### src/rtl/sistema_x_pkg.sv
// Shared definitions for the constant-comparator self-test slice.
// state_t : sweep controller states
// X_WIDTH : width of the comparator code X
// X_MATCH : code on which the comparator's Q is expected high
package sistema_x_pkg;

  typedef enum logic [1:0] {
    IDLE  = 2'd0,
    DRIVE = 2'd1,
    CHECK = 2'd2,
    DONE  = 2'd3
  } state_t;

  localparam int unsigned X_WIDTH = 4;
  localparam logic [X_WIDTH-1:0] X_MATCH = 4'b0101;

endpackage

### src/rtl/settle_timer.sv
// Loadable up-counter timing how long a code has been held on X.
// clk, rst_n : clock, asynchronous active-low reset
// load       : clear the count to zero (wins over en)
// en         : count up by one
// tc         : count has reached SETTLE_CYCLES-1
module settle_timer #(
  parameter int unsigned SETTLE_CYCLES = 2
) (
  input  logic clk,
  input  logic rst_n,
  input  logic load,
  input  logic en,
  output logic tc
);

  localparam int unsigned CntW = (SETTLE_CYCLES > 1) ? $clog2(SETTLE_CYCLES) : 1;
  localparam logic [CntW-1:0] TcVal = CntW'(SETTLE_CYCLES - 1);
  localparam logic [CntW-1:0] CntOne = CntW'(1);

  logic [CntW-1:0] cnt_q, cnt_d;

  always_comb begin
    cnt_d = cnt_q;
    if (load) begin
      cnt_d = '0;
    end else if (en) begin
      cnt_d = cnt_q + CntOne;
    end
  end

  always_ff @(posedge clk or negedge rst_n) begin
    if (!rst_n) begin
      cnt_q <= '0;
    end else begin
      cnt_q <= cnt_d;
    end
  end

  assign tc = (cnt_q == TcVal);

endmodule

### src/rtl/sistema_x_driver.sv
// Self-test driver for the constant comparator: sweeps X over every code, lets the
// comparator settle, samples Q and scores it against (X == MATCH_VALUE).
// clk, rst_n  : clock, asynchronous active-low reset
// start       : begin a sweep (honoured in IDLE/DONE only)
// abort       : synchronous return to IDLE, clears results
// x_out       : code driven onto the comparator's X input
// q_in        : comparator's Q output (combinational off x_out)
// busy, done  : sweep in progress / sweep finished
// pass        : no mismatch seen (valid with done)
// match_count : number of codes for which Q was sampled high
// fail_valid  : a mismatch was recorded; fail_value holds the first mismatching code
module sistema_x_driver
  import sistema_x_pkg::*;
#(
  parameter int unsigned         WIDTH         = X_WIDTH,
  parameter logic [WIDTH-1:0]    MATCH_VALUE   = X_MATCH,
  parameter int unsigned         SETTLE_CYCLES = 2
) (
  input  logic             clk,
  input  logic             rst_n,
  input  logic             start,
  input  logic             abort,
  output logic [WIDTH-1:0] x_out,
  input  logic             q_in,
  output logic             busy,
  output logic             done,
  output logic             pass,
  output logic [WIDTH:0]   match_count,
  output logic             fail_valid,
  output logic [WIDTH-1:0] fail_value
);

  localparam logic [WIDTH-1:0] XOne  = WIDTH'(1);
  localparam logic [WIDTH:0]   McOne = (WIDTH + 1)'(1);

  state_t           state_q, state_d;
  logic [WIDTH-1:0] x_q, x_d;
  logic             pass_q, pass_d;
  logic [WIDTH:0]   mc_q, mc_d;
  logic             fv_q, fv_d;
  logic [WIDTH-1:0] fval_q, fval_d;
  logic             timer_load, timer_en, timer_tc;
  logic             q_expected;

  settle_timer #(
    .SETTLE_CYCLES(SETTLE_CYCLES)
  ) u_settle_timer (
    .clk  (clk),
    .rst_n(rst_n),
    .load (timer_load),
    .en   (timer_en),
    .tc   (timer_tc)
  );

  assign q_expected = (x_q == MATCH_VALUE);

  always_comb begin
    state_d    = state_q;
    x_d        = x_q;
    pass_d     = pass_q;
    mc_d       = mc_q;
    fv_d       = fv_q;
    fval_d     = fval_q;
    timer_load = 1'b0;
    timer_en   = 1'b0;

    if (abort) begin
      state_d    = IDLE;
      x_d        = '0;
      pass_d     = 1'b0;
      mc_d       = '0;
      fv_d       = 1'b0;
      fval_d     = '0;
      timer_load = 1'b1;
    end else begin
      unique case (state_q)
        IDLE, DONE: begin
          if (start) begin
            state_d    = DRIVE;
            x_d        = '0;
            pass_d     = 1'b1;
            mc_d       = '0;
            fv_d       = 1'b0;
            fval_d     = '0;
            timer_load = 1'b1;
          end
        end
        DRIVE: begin
          timer_en = 1'b1;
          if (timer_tc) begin
            state_d = CHECK;
          end
        end
        CHECK: begin
          if (q_in) begin
            mc_d = mc_q + McOne;
          end
          // Only the first mismatch in sweep order is kept.
          if ((q_in != q_expected) && !fv_q) begin
            fv_d   = 1'b1;
            fval_d = x_q;
            pass_d = 1'b0;
          end
          if (x_q == '1) begin
            state_d = DONE;
          end else begin
            state_d    = DRIVE;
            x_d        = x_q + XOne;
            timer_load = 1'b1;
          end
        end
        default: begin
          state_d = IDLE;
        end
      endcase
    end
  end

  always_ff @(posedge clk or negedge rst_n) begin
    if (!rst_n) begin
      state_q <= IDLE;
      x_q     <= '0;
      pass_q  <= 1'b0;
      mc_q    <= '0;
      fv_q    <= 1'b0;
      fval_q  <= '0;
    end else begin
      state_q <= state_d;
      x_q     <= x_d;
      pass_q  <= pass_d;
      mc_q    <= mc_d;
      fv_q    <= fv_d;
      fval_q  <= fval_d;
    end
  end

  assign x_out       = x_q;
  assign busy        = (state_q == DRIVE) || (state_q == CHECK);
  assign done        = (state_q == DONE);
  assign pass        = pass_q;
  assign match_count = mc_q;
  assign fail_valid  = fv_q;
  assign fail_value  = fval_q;

endmodule

### config.mk
export PLATFORM = sky130hd
export DESIGN_NAME = sistema_x_driver
export DESIGN_NICKNAME = d
export VERILOG_FILES = /design/src/rtl/sistema_x_pkg.sv /design/src/rtl/settle_timer.sv /design/src/rtl/sistema_x_driver.sv
export SDC_FILE = /design/constraint.sdc
export NUM_CORES = 1
export LEC_CHECK = 0
export CORE_MARGIN = 10
export CORE_UTILIZATION = 44
export DETAILED_ROUTE_END_ITERATION = 10
export GPL_TIMING_DRIVEN = 0
export PLACE_DENSITY = 0.76
export SKIP_CTS_REPAIR_TIMING = 1
export SLEW_MARGIN = 20
export SYNTH_ARGS = -nofsm -noshare
export SYNTH_HDL_FRONTEND = slang
export SYNTH_SLANG_ARGS = --single-unit
### constraint.sdc
create_clock -name clk -period 1.95 [get_ports clk]
set_clock_uncertainty 0.15 [all_clocks]
set_input_delay 0.2925 -clock clk [delete_from_list [all_inputs] [get_ports clk]]
set_output_delay 0.2925 -clock clk [all_outputs]
set_load 0.005 [all_outputs]
After elaboration in Yosys (flattened, before gate mapping)
Cells that the tools add are included.

Output and inout bits: 17. Bits in registers: 18. Input port bits: 5. Logic and storage cells: 64.

Equal/unequal tests: 11. Mux-type cells: 32. $add $sub $neg: 3. Reduce and logical (&&, ||, !) cells: 11.

Operator list (number): $mux 4 (5); $pmux 4 s2 (2); $mux 5 (3); $mux 1 (13); $ne 3x3->1 const B (4); $pmux 5 s2 (1); $reduce_and 3->1 (3); $mux 2 (4); $pmux 1 s2 (3); $pmux 2 s3 (1); $add 5x1->5 const B (1); $add 4x1->4 const B (1); $eq 2x2->1 const B (2); $eq 4x3->1 const B (1); $eq 4x4->1 const B (1); $ne 3x2->1 const B (1); $reduce_bool 3->1 (1); $eq 2x1->1 const B (1); $logic_not 2->1 (1); $reduce_and 2->1 (1); $reduce_bool 2->1 (1); $reduce_or 2->1 (1); $add 1x1->1 const B (1); $logic_and 1x1->1 (1); 3 further kinds (3).

Longest topological paths before layout
Gate-level depths: netlist of the first run.

Depth in word-level cells: 6. Depth in mapped cells: 8. Mapped depth without buffers: 6.

By module
A second synthesis of the first run with hierarchy kept.

Cell total of the unflattened synthesis: 112. Area total of the unflattened synthesis: 1054.8 sq um.

Modules (own cells, without submodules): sistema_x_driver (instances 1, area an instance 1017.2 sq um, seq. area each 425.4 sq um, cells an instance 109); settle_timer (instances 1, area an instance 37.5 sq um, seq. area each 25.0 sq um, cells an instance 3).

Worst setup path before layout of the first run
Ideal clock, no wire load.

Kind: flip-flop to flip-flop. Start point: register state_q[0]. End point: register fval_q[0] (netlist: fail_value[0]). Path buffers: 1. Setup time: 121 ps. Path slack: -157 ps. Period minus slack after synthesis: 2107 ps. Cell stages (with the launch flop): 8. Data arrival time: 1836 ps. Data required time: 1679 ps. Cells stage by stage: dfrtp_1 > inv_1 > ha_1 > mux2_4 > or2_1 > buf_6 > and4_4 > a22o_1.

Cells in the longest elaborated chain, start to end: 4. Elaborated cells between the ends (all ways): 10. Classes of those cells: eq/ne: 4; mux: 2; reduce/logical: 4.

RTL lines: from (decl) (line sistema_x_driver.sv:36) `state_t state_q, state_d;`; from (signal assigned) (line sistema_x_driver.sv:128) `state_q <= state_d;`; $eq 2x2->1 or $logic_not 2->1 (tied branches) (line sistema_x_driver.sv:76) `unique case (state_q)`; $reduce_or 2->1 (line sistema_x_driver.sv:76); $ne 3x3->1 (no line) (tied with other cells); $reduce_and 3->1 (no line) or $mux 4 (tied branches); to (signal assigned) (line sistema_x_driver.sv:133) `fval_q <= fval_d;`; to (decl) (line sistema_x_driver.sv:41) `logic [WIDTH-1:0] fval_q, fval_d;`.

Parallel ways exist; a longest one is shown, timed or not. A chain may end at the register's enable or synchronous reset.

Worst setup path in the final report of the first run
Ends and elaborated chain as after synthesis.

==> results of run 1 <==
-- worst max path at each step --
stage	start	slack, ns	to	cells past startpoint
5_1_grt	state_q[0]	-0.03	fail_value[0]	6
3_5_place_dp	state_q[0]	-0.16	fail_value[3]	7
4_1_cts	state_q[0]	-0.21	fail_value[0]	7
2_1_floorplan	state_q[0]	-0.07	fail_value[0]	7
6_report	state_q[0]	0.02	fail_value[0]	6
3_3_place_gp	state_q[0]	-0.13	fail_value[3]	7
-- registers in the layout, summed over array words and instances, names as in the netlist --
signal             cells
match_count            5
fail_value             4
x_out                  4
state_q                2
fail_valid             1
pass                   1
u_settle_timer.tc      1
-- cell usage after synthesis, drive strengths merged --
| cell type | instances | share of area [%] |
|---|---|---|
| clkbuf | 1 | 0.37 |
| o21ai | 4 | 2.0 |
| a31oi | 1 | 0.62 |
| mux2 | 1 | 1.5 |
| nand4 | 1 | 0.62 |
| or3 | 1 | 0.62 |
| buf | 2 | 2.2 |
| a21o | 1 | 0.74 |
| and3 | 2 | 1.2 |
| a211o | 1 | 0.87 |
| o221ai | 1 | 0.87 |
| nand3 | 5 | 2.5 |
| or2 | 2 | 1.2 |
| o31ai | 1 | 0.74 |
| xor2 | 2 | 1.7 |
| dfrtp | 18 | 45 |
| o22ai | 3 | 1.9 |
| and4 | 1 | 1.1 |
| nand2 | 11 | 4.1 |
| nand3b | 1 | 0.74 |
| inv | 7 | 2.6 |
| o21bai | 1 | 0.74 |
| nor2 | 6 | 2.2 |
| a21boi | 1 | 0.74 |
| nor3 | 3 | 1.5 |
| or2b | 2 | 1.5 |
| a21oi | 12 | 5.9 |
| a22o | 4 | 3.5 |
| xnor2 | 2 | 1.7 |
| nand2b | 1 | 0.62 |
| ha | 7 | 8.7 |
-- where the power goes --
group	internal, W	total [W]	leakage, nW	switching (W)
logic	0.000101	0.000199	0.334	0.0000977
clock network	0.000114	0.000234	0.0210	0.000120
registers	0.000388	0.000405	0.245	0.0000167
-- through the flow --
stage          instances  cell area [um^2]  hold slack [ns]  setup TNS [ns]
5_1_grt              163              1360            0.372          -0.117
2_1_floorplan        106              1020           -0.153          -0.291
3_3_place_gp         155              1270            0.339          -0.534
3_5_place_dp         155              1270            0.346          -0.633
4_1_cts              159              1300            0.326           -1.15
6_report             163              1360            0.305               0
-- cell type report --
type	count	share of cell area, %
flip-flops and latches	18	33.2
multi-input cells	78	39.9
repair buffers	26	18.6
plain buffers	2	1.10
well taps	28	2.57
inverters	7	1.93
clock buffers	4	2.66
-- cell families (layout without fill, tap and decap cells) --
group,Yosys count,in the layout,synth area share (%)
AOI/OAI and AO/OA,30,30,18.6
xor gates and xnor gates,4,4,3.47
adders and majority gates,7,7,8.67
buffers and inverters,10,39,5.20
DFF,18,18,44.6
muxes,1,1,1.49
and+or+nand+nor,36,36,18.0
-- routing by layer --
layer | vias to the layer above | global-route usage [%] | share of wire [%]
li1 | 432 | - | -
met1 | 440 | 11.5 | 42
met2 | 25 | 18.1 | 50
met3 | 2 | 3.10 | 6.7
met4 | 0 | 6.03 | 0.69
met5 | - | 0 | 0
==> results.cfg, run 1 <==
[cts]
cts.reportedPaths.clkPinSlew_ns = 0.11
cts_buffers = 3
cts_sinks = 18
h-tree-depth = 1
cts_tree = built
clock_path_buffers = 2
clkLatencyLatePin_ns = 0.29
ctsRootBufferMaster = clkbuf_4

[grt]
grt_usage_pct = 10.6
grt_overflow = 0
grt_max_degree = 19
grt_pass1_wl_um = 3830
antenna_found_initial = 0
grt_pass1_vias = 859

[critical_path]
cp.arrival_ns = 1.97
cp-start-kind = flip-flop
rr_startpoint = state_q[0]
r2r_setup_slack_ns = 0.02
path_max_fanout = 5
critical_path.max_stage_delay_ns = 0.43
cp_cell_sequence = inv_2 -> ha_4 -> mux2_4 -> or2_4 -> and4_4 -> a22o_1
cpLargestDelayFamily = flip-flops
worst_setup_path_end_kind = flip-flop
r2r_end = fail_value[0]
cpMaxStageDelayCell = dfrtp_2
critPathRequiredTime_ns = 1.99
crit_buf_inv = 1
rr_worst_depth = 6
critical_path_class = flip-flop to flip-flop

[floorplan]
initial_core_util_pct = 46.1
die-height_um = 67.9
dieArea_um2 = 4610
die_w_um = 67.9
core_area_um2 = 2190
io_pins = 22
rows = 17

[timing]
rsz0062_at_grt = true
hold_violations = 0
worst_slack_ns = 0.0175
final_max_slew_viol_count = 0
setup_viol = 0
min_period_over_period_pct = 99.1
max_freq_ghz = 0.517
worstMarginPinSlew_ns = 0.810
fin_crit_ns = 1.93
slew_headroom_pct = 45.9

[cells_and_area]
final_common_cell = clkdlybuf4s50_1
regArea_um2 = 453
diodes = 0
fin_nets = 148
drive_above_1_share_pct = 16.3
layout_common_cells = clkdlybuf4s50_1 (20), dfrtp_1 (16), nand2_1 (11), a21oi_1 (11)
layout.filler_cells = 174
multi_input_area_um2 = 544
fin_util_pct = 62.3
area_growth_pct = 35.1

[pwr]
power_w = 0.000837
vdd_ir_drop_max_uv = 447
p_per_area_nw_per_um2 = 614
leakage_nw = 0.600

[routing]
ant_nets = 0
vias_per_cell = 5.52
initialDrtViolationCount = 47
drt-wirelength-per-cell_um = 15.2
first_pass_iters = 4
via_count = 899
drc = 0
drt-total-wl_um = 2470

[placed_design]
gp_congestion = 0.753
dp_hpwl_um = 1760
post-place-ws_ns = -0.160
numPortBuffers = 21

[yosys]
synthesis.instances = 106
synth_cell_types = 32
synth.yosys.seq_area_share_pct = 44.6
ys_ff_latch = 18
synth_fp_nets = 118
syn_area_per_cell_um2 = 9.53
yosysWarnings = 0
synth_area_um2 = 1010

[run]
drv_cap = 0

[run_status]
status = completed

[hold_path]
hp-class = input pin to asynchronous set/reset pin
(Power assumes the default switching activity.)
==> run 2: changes to the inputs <==
--- a/config.mk
+++ b/config.mk
@@ -9,7 +9,7 @@
 export CORE_UTILIZATION = 44
 export DETAILED_ROUTE_END_ITERATION = 10
 export GPL_TIMING_DRIVEN = 0
-export PLACE_DENSITY = 0.76
+export PLACE_DENSITY = 0.82
 export SKIP_CTS_REPAIR_TIMING = 1
 export SLEW_MARGIN = 20
 export SYNTH_ARGS = -nofsm -noshare
==> run 2 against run 1 <==
- the flow now finishes with violations (negative setup slack)
- via count grew 0.89%
- cell area decreased by 1.7%
- sequential cell count stayed put
- sequential power hardly changed
- largest cell class unchanged
- critical endpoint is now fail_value[1]
- setup slack got worse by 0.062 ns
- fmax is 3.1% lower
- first-iteration DRC count rose by 11%
==> results.cfg, run 2 (same netlist as run 1, synthesis figures left out) <==
[run_status]
status = finished, violations left
violations = negative setup slack

[placed_design]
numPortBuffers = 21
dp_hpwl_um = 1860
gp_congestion = 0.784
placed_cell_area_um2 = 1270
dp.cells = 155
post-place-ws_ns = -0.186

[timing]
fin_crit_ns = 1.99
worst_slack_ns = -0.0448
min_period_over_period_pct = 102
setup_viol = 4
worstMarginPinSlew_ns = 0.800
finalSetupTns_ns = -0.0954
hold_violations = 0
slew_headroom_pct = 46.5
final_max_slew_viol_count = 0
rsz0062_at_grt = true
max_freq_ghz = 0.501

[critical_path]
path_max_fanout = 8
cp-start-kind = flip-flop
rr_worst_depth = 5
critPathRequiredTime_ns = 1.99
cp.arrival_ns = 2.04
critical_path_class = flip-flop to flip-flop
worst_setup_path_end_kind = flip-flop

[routing]
first_pass_iters = 4
ant_nets = 0
drt-wirelength-per-cell_um = 15.6
via_count = 907
vias_per_cell = 5.56
initialDrtViolationCount = 52
drt-total-wl_um = 2550
drc = 0

[cts]
cts.reportedPaths.clkPinSlew_ns = 0.11
cts_buffers = 3
cts_tree = built
ctsRootBufferMaster = clkbuf_4
h-tree-depth = 1
clkLatencyLatePin_ns = 0.30
cts_sinks = 18
clock_path_buffers = 2

[floorplan]
initial_core_util_pct = 46.1
rows = 17
die_w_um = 67.9
dieArea_um2 = 4610
die-height_um = 67.9
core_area_um2 = 2190
io_pins = 22

[cells_and_area]
drive_above_1_share_pct = 13.3
final_area_um2 = 1340
layout_common_cells = clkdlybuf4s50_1 (19), dfrtp_1 (16), a21oi_1 (12), nand2_1 (11)
area_growth_pct = 32.7
largest_reg_flops = 5
layout.cells.non_filler = 163
final_common_cell = clkdlybuf4s50_1
fin_nets = 148
layout.filler_cells = 173
diodes = 0

[grt]
grt_pass1_wl_um = 4050
grt_pass1_vias = 892
grt_usage_pct = 11.2
grt_max_degree = 19
grt_overflow = 0
antenna_found_initial = 0

[pwr]
vdd_ir_drop_max_uv = 344
leakage_nw = 0.617
p_per_area_nw_per_um2 = 619

[hold_path]
hp-class = input pin to asynchronous set/reset pin

[run]
drv_cap = 0
-- run 2: changes by cell type in the layout (fill, tap and decap cells not counted), sizes merged --
| cell | before | now |
|---|---|---|
| clkdlybuf4s50 | 20 | 19 |
| dlymetal6s2s | 1 | 2 |
-- run 2: worst max-delay path: stages (launching register included) --
cell,delay (ns)
dfrtp_2,0.45
ha_4,0.29
mux2_4,0.34
or2_4,0.26
and4_4,0.17
a22o_1,0.23
-- run 2: path summary, 6_finish.rpt --
path                          startpoint            end  slack, ns
setup / recovery              state_q[1]  fail_value[1]      -0.04
hold / removal                     rst_n     fail_valid       0.30
min in group clk           fail_value[0]  fail_value[0]       0.37
hold reg to reg            fail_value[0]  fail_value[0]       0.37
setup reg to reg              state_q[1]  fail_value[1]      -0.04
max in group asynchronous          rst_n     state_q[1]       0.81
-- run 2: power by group --
part	switching (W)	leakage, nW	internal, W	total (W)
sequential	0.0000149	0.245	0.000388	0.000403
combinational	0.0000971	0.351	0.0000958	0.000193
clock	0.000120	0.0210	0.000114	0.000234
total	0.000232	0.617	0.000598	0.000830
-- run 2: layout make-up --
| type | count | area (um^2) | area share (%) |
|---|---|---|---|
| multi-input cells | 78 | 522 | 38.9 |
| flip-flops and latches | 18 | 453 | 33.8 |
| repair buffers | 26 | 253 | 18.9 |
| clock buffers | 4 | 36.3 | 2.71 |
| well taps | 28 | 35.0 | 2.61 |
| inverters | 7 | 26.3 | 1.96 |
| plain buffers | 2 | 15.0 | 1.12 |
-- run 2: routing by layer --
| layer | share of wire, % | routed length, um | global-route usage (%) |
|---|---|---|---|
| met5 | 0 | 0 | 0 |
| met4 | 0.98 | 25 | 5.28 |
| met3 | 7.9 | 201 | 2.77 |
| met2 | 51 | 1310 | 20.0 |
| met1 | 40 | 1010 | 12.3 |
-- run 2: through the flow --
step	power [W]	utilization, %	hold slack (ns)
4_1_cts	0.000815	59.5	0.321
5_1_grt	0.000869	61.2	0.360
2_1_floorplan	0.000517	-	-0.153
3_3_place_gp	0.000574	57.9	0.337
6_report	0.000830	61.2	0.296
3_5_place_dp	0.000581	57.9	0.342
